$ cat src/rtl/mw_cla_adder_seq.sv
// Multi-word adder/subtractor: streams WORDS 32-bit slices, least-significant first,
// through one 32-bit carry-lookahead adder and chains the carry between cycles.

module CLA_32bit (
    input  logic [31:0] A,
    input  logic [31:0] B,
    input  logic        Cin,
    output logic [31:0] Sum,
    output logic        Cout,
    output logic        GP,
    output logic        GG
);
    logic [31:0] g;
    logic [31:0] p;
    logic [32:0] c;
    logic [7:0]  grp_g;
    logic [7:0]  grp_p;
    logic [8:0]  grp_c;
    logic        gg_acc;

    assign g = A & B;
    assign p = A ^ B;

    // Two-level lookahead: 4-bit groups, then carries across the eight groups.
    always_comb begin
        grp_g  = '0;
        grp_p  = '0;
        grp_c  = '0;
        c      = '0;
        gg_acc = 1'b0;
        for (int k = 0; k < 8; k++) begin
            grp_g[k] = g[4*k+3]
                     | (p[4*k+3] & g[4*k+2])
                     | (p[4*k+3] & p[4*k+2] & g[4*k+1])
                     | (p[4*k+3] & p[4*k+2] & p[4*k+1] & g[4*k]);
            grp_p[k] = &p[4*k +: 4];
        end
        grp_c[0] = Cin;
        for (int k = 0; k < 8; k++) begin
            grp_c[k+1] = grp_g[k] | (grp_p[k] & grp_c[k]);
            gg_acc     = grp_g[k] | (grp_p[k] & gg_acc);
        end
        for (int k = 0; k < 8; k++) begin
            c[4*k] = grp_c[k];
            for (int i = 0; i < 3; i++) begin
                c[4*k+i+1] = g[4*k+i] | (p[4*k+i] & c[4*k+i]);
            end
        end
        c[32] = grp_c[8];
    end

    assign Sum  = p ^ c[31:0];
    assign Cout = c[32];
    assign GP   = &grp_p;
    assign GG   = gg_acc;
endmodule

module mw_cla_adder_seq #(
    parameter int WORDS = 4,
    parameter int IDXW  = $clog2(WORDS) + 1
) (
    input  logic                clk,
    input  logic                rst_n,
    input  logic                in_valid,
    output logic                in_ready,
    input  logic [32*WORDS-1:0] a,
    input  logic [32*WORDS-1:0] b,
    input  logic                cin,
    input  logic                op_sub,
    output logic                out_valid,
    input  logic                out_ready,
    output logic [32*WORDS-1:0] sum,
    output logic                cout,
    output logic                ovf
);
    localparam int W = 32 * WORDS;
    localparam logic [IDXW-1:0] LAST_IDX = IDXW'(WORDS - 1);

    typedef enum logic [1:0] {IDLE, RUN, DONE} state_t;

    state_t          state;
    logic [IDXW-1:0] idx;
    logic            carry_q;
    logic [W-1:0]    a_q;
    logic [W-1:0]    b_q;

    logic [IDXW+4:0] bit_pos;
    logic [31:0]     slice_a;
    logic [31:0]     slice_b;
    logic [31:0]     slice_sum;
    logic            slice_cout;
    logic            slice_gp;
    logic            slice_gg;

    assign bit_pos = {idx, 5'd0};
    assign slice_a = 32'(a_q >> bit_pos);
    assign slice_b = 32'(b_q >> bit_pos);

    CLA_32bit u_cla (
        .A    (slice_a),
        .B    (slice_b),
        .Cin  (carry_q),
        .Sum  (slice_sum),
        .Cout (slice_cout),
        .GP   (slice_gp),
        .GG   (slice_gg)
    );

    assign in_ready  = (state == IDLE);
    assign out_valid = (state == DONE);

    // Subtraction is A + ~B + ~borrow, so the operand and carry are inverted at accept.
    always_ff @(posedge clk or negedge rst_n) begin
        if (!rst_n) begin
            state   <= IDLE;
            idx     <= '0;
            carry_q <= 1'b0;
            a_q     <= '0;
            b_q     <= '0;
            sum     <= '0;
            cout    <= 1'b0;
            ovf     <= 1'b0;
        end else begin
            case (state)
                IDLE: begin
                    if (in_valid) begin
                        a_q     <= a;
                        b_q     <= op_sub ? ~b : b;
                        carry_q <= op_sub ? ~cin : cin;
                        idx     <= '0;
                        state   <= RUN;
                    end
                end
                RUN: begin
                    sum     <= (sum & ~(W'(32'hFFFF_FFFF) << bit_pos))
                             | (W'(slice_sum) << bit_pos);
                    carry_q <= slice_cout;
                    idx     <= idx + 1'b1;
                    if (idx == LAST_IDX) begin
                        cout  <= slice_cout;
                        ovf   <= (a_q[W-1] == b_q[W-1]) && (slice_sum[31] != a_q[W-1]);
                        state <= DONE;
                    end
                end
                DONE: begin
                    if (out_ready) begin
                        state <= IDLE;
                    end
                end
                default: state <= IDLE;
            endcase
        end
    end
endmodule

$ cat config.mk
export PLATFORM = sky130hd
export DESIGN_NAME = mw_cla_adder_seq
export DESIGN_NICKNAME = d
export VERILOG_FILES = /design/src/rtl/mw_cla_adder_seq.sv
export SDC_FILE = /design/constraint.sdc
export NUM_CORES = 1
export LEC_CHECK = 0
export CAP_MARGIN = 20
export CORE_ASPECT_RATIO = 0.9
export CORE_MARGIN = 2
export CORE_UTILIZATION = 30
export CTS_BUF_LIST = sky130_fd_sc_hd__clkbuf_4 sky130_fd_sc_hd__clkbuf_8
export CTS_CLUSTER_SIZE = 14
export DETAILED_ROUTE_END_ITERATION = 7
export GPL_TIMING_DRIVEN = 1
export PLACE_DENSITY_LB_ADDON = 0.05
export SYNTH_ARGS = -nofsm -noshare
export SYNTH_HDL_FRONTEND = slang
export SYNTH_SLANG_ARGS = --single-unit
$ cat constraint.sdc
create_clock -name clk -period 6.2 [get_ports clk]
set_input_delay 0.62 -clock clk [delete_from_list [all_inputs] [get_ports clk]]
set_output_delay 0.62 -clock clk [all_outputs]
set_load 0.05 [all_outputs]
Word level (Yosys, flattened, before mapping):

Index checks and enable logic that the tools add are counted.
W data, S select, Z words.

* bits in registers: 392
* output and inout bits: 132
* logic and storage cells: 182

* equality and inequality tests: 8
* reduce and logical (&&, ||, !) cells: 15
* bitwise gates (word level): 136
* muxes and demuxes: 10
* shift operators: 4
* add/sub/neg operators: 1

Operator list (count)
* $not A128 Y128: 2
* $shr A128 B8 Y32: 2
* $and A128 B128 Y128: 1
* $mux W128: 1
* $or A128 B128 Y128: 1
* $shl A32 B8 Y128: 1
* $shl A32 B8 Y128 const A: 1
* $and A1 B1 Y1: 72
* $xor A32 B32 Y32: 2
* $or A1 B1 Y1: 56
* $and A32 B32 Y32: 1
* $reduce_and A4 Y1: 8
* $mux W2: 3
* $pmux W2 S3: 1
* $pmux W3 S2: 1
* $reduce_and A2 Y1: 3
* $ne A2 B2 Y1 const B: 2
* $add A3 B1 Y3 const B: 1
* $eq A3 B2 Y1 const B: 1
* $mux W3: 1
* $reduce_and A3 Y1: 1
* $eq A2 B1 Y1 const B: 1
* $eq A2 B2 Y1 const B: 1
* $logic_not A2 Y1: 1
* other kinds (8): 9

Logic depth before layout (Yosys ltp):

* depth in word-level cells: 28
* mapped depth: 22

By module:

Synthesis repeated with hierarchy kept, for this count alone.

* cells, all modules: 1733
* area, all modules: 18993.2 µm²

Modules (own cells, without submodules)
* mw_cla_adder_seq: times used 1, cells each 1577, area an instance 17543.1 µm², sequential area each 9809.4 µm²
* CLA_32bit: times used 1, cells each 156, area an instance 1450.1 µm², sequential area each 0.0 µm²

Least setup slack after synthesis:

No wires, ideal clock.

* path kind: register to register
* start: register idx[0]
* end: register ovf
* slack: 1.322 ns
* data arrival time: 4.802 ns
* setup time: 0.077 ns
* cell stages (with the launch flop): 20
* path through: dfrtp_1 -> buf_2 -> buf_6 -> buf_6 -> mux4_2 -> and2_1 -> ha_1 -> nand4_2 -> and2b_1 -> o311a_1 -> nor3_4 -> a311o_1 -> and2_1 -> fa_1 -> fa_1 -> fa_1 -> xor2_1 -> and3_1 -> nor2_1 -> o21ai_1

* cells in the longest elaborated chain, start to end: 28

Ends and longest elaborated chain
* start: declaration: line 82 `logic [IDXW-1:0] idx;`
* start signal: assignment: line 138 `idx <= idx + 1'b1;`
* $shr A128 B8 Y32 (on tied branches): line 96, 97
* $xor A32 B32 Y32 or $and A32 B32 Y32 (tied branches): line 22, 21
* $and A1 B1 Y1 (on tied branches): line 33, 34, 35
* $or A1 B1 Y1 (tied with other cells): line 33 `| (p[4*k+3] & g[4*k+2])`
* $or A1 B1 Y1 or $and A1 B1 Y1 (tied branches): line 34, 35
* $or A1 B1 Y1: line 35 `| (p[4*k+3] & p[4*k+2] & p[4*k+1] & g[4*k]);`
* $or A1 B1 Y1: line 40 `grp_c[k+1] = grp_g[k] | (grp_p[k] & grp_c[k]);`
* $and A1 B1 Y1: line 40
* [12 not listed]
* $or A1 B1 Y1: line 46 `c[4*k+i+1] = g[4*k+i] | (p[4*k+i] & c[4*k+i]);`
* $and A1 B1 Y1: line 46
* $or A1 B1 Y1: line 46
* $and A1 B1 Y1: line 46
* $or A1 B1 Y1: line 46
* $xor A32 B32 Y32: line 52 `assign Sum = p ^ c[31:0];`
* $ne A1 B1 Y1: line 141 `ovf <= (a_q[W-1] == b_q[W-1]) && (slice_sum[31] != a_q[W-1]);`
* $logic_and A1 B1 Y1: line 141
* end signal: assignment: line 141
* end: declaration: line 74 `output logic ovf`

Parallel ways exist; a longest one is shown, timed or not.
A chain may end at the register's enable or synchronous reset.

Worst setup path after layout:

Same ends and word-level chain as after synthesis.

==> impl_metrics.toml <==
[run_status]
outcome = "finished, final reports clean"

[floorplan]
die-area_mm2 = 0.06478
rows = 87
core_area_mm2 = 0.06237
fp.dieW_um = 268.1
floorplan.initialDensity = 0.3018
ios = 394
die_h_um = 241.7

[clock_tree]
root_buffer = "clkbuf_8"
cts_tree = "yes"
clkTransAtPathRegs_ns = 0.06
cts_buffers = 71
clock_sinks = 392
cts_buffer_depth = 3
clk_latency_ns = 0.67
post_cts_buffers = 0
htree_levels = 3

[power]
power.total_w = 0.01597
p_leak_nw = 11.23
ir_worst_vdd_uv = 280.8
cellPowerDensity_mw_per_mm2 = 639.6

[synthesis]
syn_area_per_cell_um2 = 10.33
async_flop_share = 1.000
synth_top_area_share = 0.5211
ys_seq_area_frac = 0.5211
synth.largest_area_cell = "dfrtp_1"
ys_ff_latch = 392
synthCells = 1822
yosysMostFrequentCell = "nand2_1"
syn_nets = 2145
ys_warn_count = 0
synth_area_mm2 = 0.01883
ys_top_cells_by_area = "dfrtp_1 52%, nand2_1 12%, xnor2_1 6.3%"
synth.distinct_cells = 49
synth_ff_type = "dfrtp_1"
synth_common_cells = "594 x nand2_1, 392 x dfrtp_1, 135 x xnor2_1, 120 x o21ai_0, 81 x o21ai_1"
synth_edf_count = 0

[worst_setup_path]
arrival_ns = 6.24
start_kind = "register"
end_kind = "register"
path_class = "reg -> reg"
worstPathRequired_ns = 6.78
path_max_fanout = 39

[timing]
final.setup.tns_ns = 0
fin_crit_sh = 0.9136
maxSlewViolCount = 0
hold_ws_ns = 0.4670
finalSetupViolations = 0
fmax_mhz = 176.5
finalHoldViolations = 0
finalClockSkew_ns = 0.03869
rsz0062_at_grt = "false"
worst_slew_pin_slew_ns = 1.109
slew_headroom = 0.2608
layout_min_cycle_time_ns = 5.664

[layout]
drive_gt1_frac = 0.09745
n_fill_cell = 6209
finalNetCount = 2514
areaGrowthSynthToFinish_pct = 32.64

[detailed_routing]
drc_errors = 0
avgViaCountPerCell = 4.651
drt_iter0_drc = 863
ant_nets = 0
post_drt_wl_per_cell_um = 21.15
dr.pass1.iters = 5
wirelength_mm = 65.25
via_count = 14350

[min_path]
worstHoldPathType = "reg -> reg"

[global_routing]
grt_pass1_wl_mm = 97.46
track_usage = 0.2030
grt_pass1_vias = 15170
grt_max_degree = 253
grt_overflow_total = 0
grt_antenna_before_repair = 2

[placement]
dpl.hpwl_mm = 48.34
io_buffer_count = 393
gp_congestion = 0.8132

[flow_run]
cap_viol_max_count = 0
-- layer usage --
layer | global-route usage | routed length [um] | vias up
li1 | - | - | 6828
met3 | 0.04379 | 3486 | 72
met1 | 0.2580 | 27490 | 7067
met2 | 0.3483 | 33000 | 381
met5 | 0 | 0 | -
met4 | 0.05258 | 1277 | 0
-- critical path, cell delays in order (launching register included) --
cell and delay, ns:
dfrtp_4 0.66, buf_12 0.32, mux4_2 0.54, and2_1 0.18
ha_1 0.35, nand2_1 0.08, o21ai_0 0.32, nor2b_1 0.21
nor3_2 0.06, a311o_1 0.38, and2_1 0.20, fa_1 0.45
fa_1 0.46, fa_1 0.44, xor2_1 0.52, and3_1 0.24
nor2_1 0.05, o21ai_1 0.11
-- area by class of cell --
type / count / area (um2) / area share
multi-input combinational: 1287 / 8381 / 0.3356
clock inverter: 11 / 78.83 / 0.003157
timing repair buffer: 417 / 4185 / 0.1676
antenna: 3 / 7.507 / 0.0003006
clock buffer: 108 / 1361 / 0.05452
inverter: 22 / 82.58 / 0.003307
tap: 845 / 1057 / 0.04234
sequential: 392 / 9817 / 0.3931
-- state kept, by name (all words and copies together) (netlist names) --
name / flops
b_q: 128
state: 2
sum: 128
idx: 3
a_q: 128
ovf: 1
cout: 1
carry_q: 1
-- cell usage in the layout (no fill, tap or decap), drive strengths merged, types with 3 or more instances in the layout --
cell type / instances
inv: 25
a21o: 5
nor4: 4
nand2b: 3
dfrtp: 392
mux4: 50
fa: 24
clkdlybuf4s50: 391
ha: 37
clkinv: 4
a21oi: 20
nand3: 11
diode: 3
a211oi: 19
nand4: 5
a22o: 68
o21ai: 201
buf: 25
clkinvlp: 4
and2: 53
xnor2: 135
nor2: 6
nand2: 594
clkbuf: 108
nor2b: 18
mux2i: 14
nor3: 3
-- final timing paths --
| check | startpoint | to | slack, ns | depth (start not counted) |
|---|---|---|---|---|
| max | idx[0] | ovf | 0.54 | 17 |
| min | a_q[28] | a_q[28] | 0.47 | 2 |
| max reg2reg | idx[0] | ovf | 0.54 | 17 |
| min reg2reg | a_q[28] | a_q[28] | 0.47 | 2 |
| max in group asynchronous | rst_n | a_q[21] | 4.22 | 3 |
| min in group asynchronous | rst_n | sum[67] | 0.53 | 2 |
-- stage by stage --
stage          setup slack (ns)  instances  instance area [um2]    util
3_5_place_dp             0.5076       2962                23510  0.3770
2_1_floorplan             1.322       1822                18830       -
6_report                 0.5355       3085                24970  0.4003
5_1_grt                  0.2199       3084                24970  0.4003
3_3_place_gp             0.6101       2962                23510  0.3770
4_1_cts                  0.4920       3082                24960  0.4002
-- where the power goes --
group          switching [W]  internal, W
clock network        0.00113      0.00140
registers           0.000859      0.00376
logic                0.00563      0.00319
-- logic make-up after synthesis --
group	count (synthesis)	share of synthesized area
XOR/XNOR	137	0.06374
multiplexers	64	0.06726
AND/OR/NAND/NOR	701	0.1577
AO/OA/AOI/OAI	324	0.1057
buffers and inverters	143	0.03443
adder cells (fa/ha/maj)	61	0.05011
flip-flops	392	0.5211
-- repair_timing --
| item | 4_1_cts | 5_1_grt |
|---|---|---|
| endpoints found under the setup margin | 0 | 0 |
| hold endpoints to repair | 73 | 0 |
| hold buffers | 1 | 0 |
| resized for setup | 0 | 0 |
No activity file was read; power rests on OpenSTA's default activity.
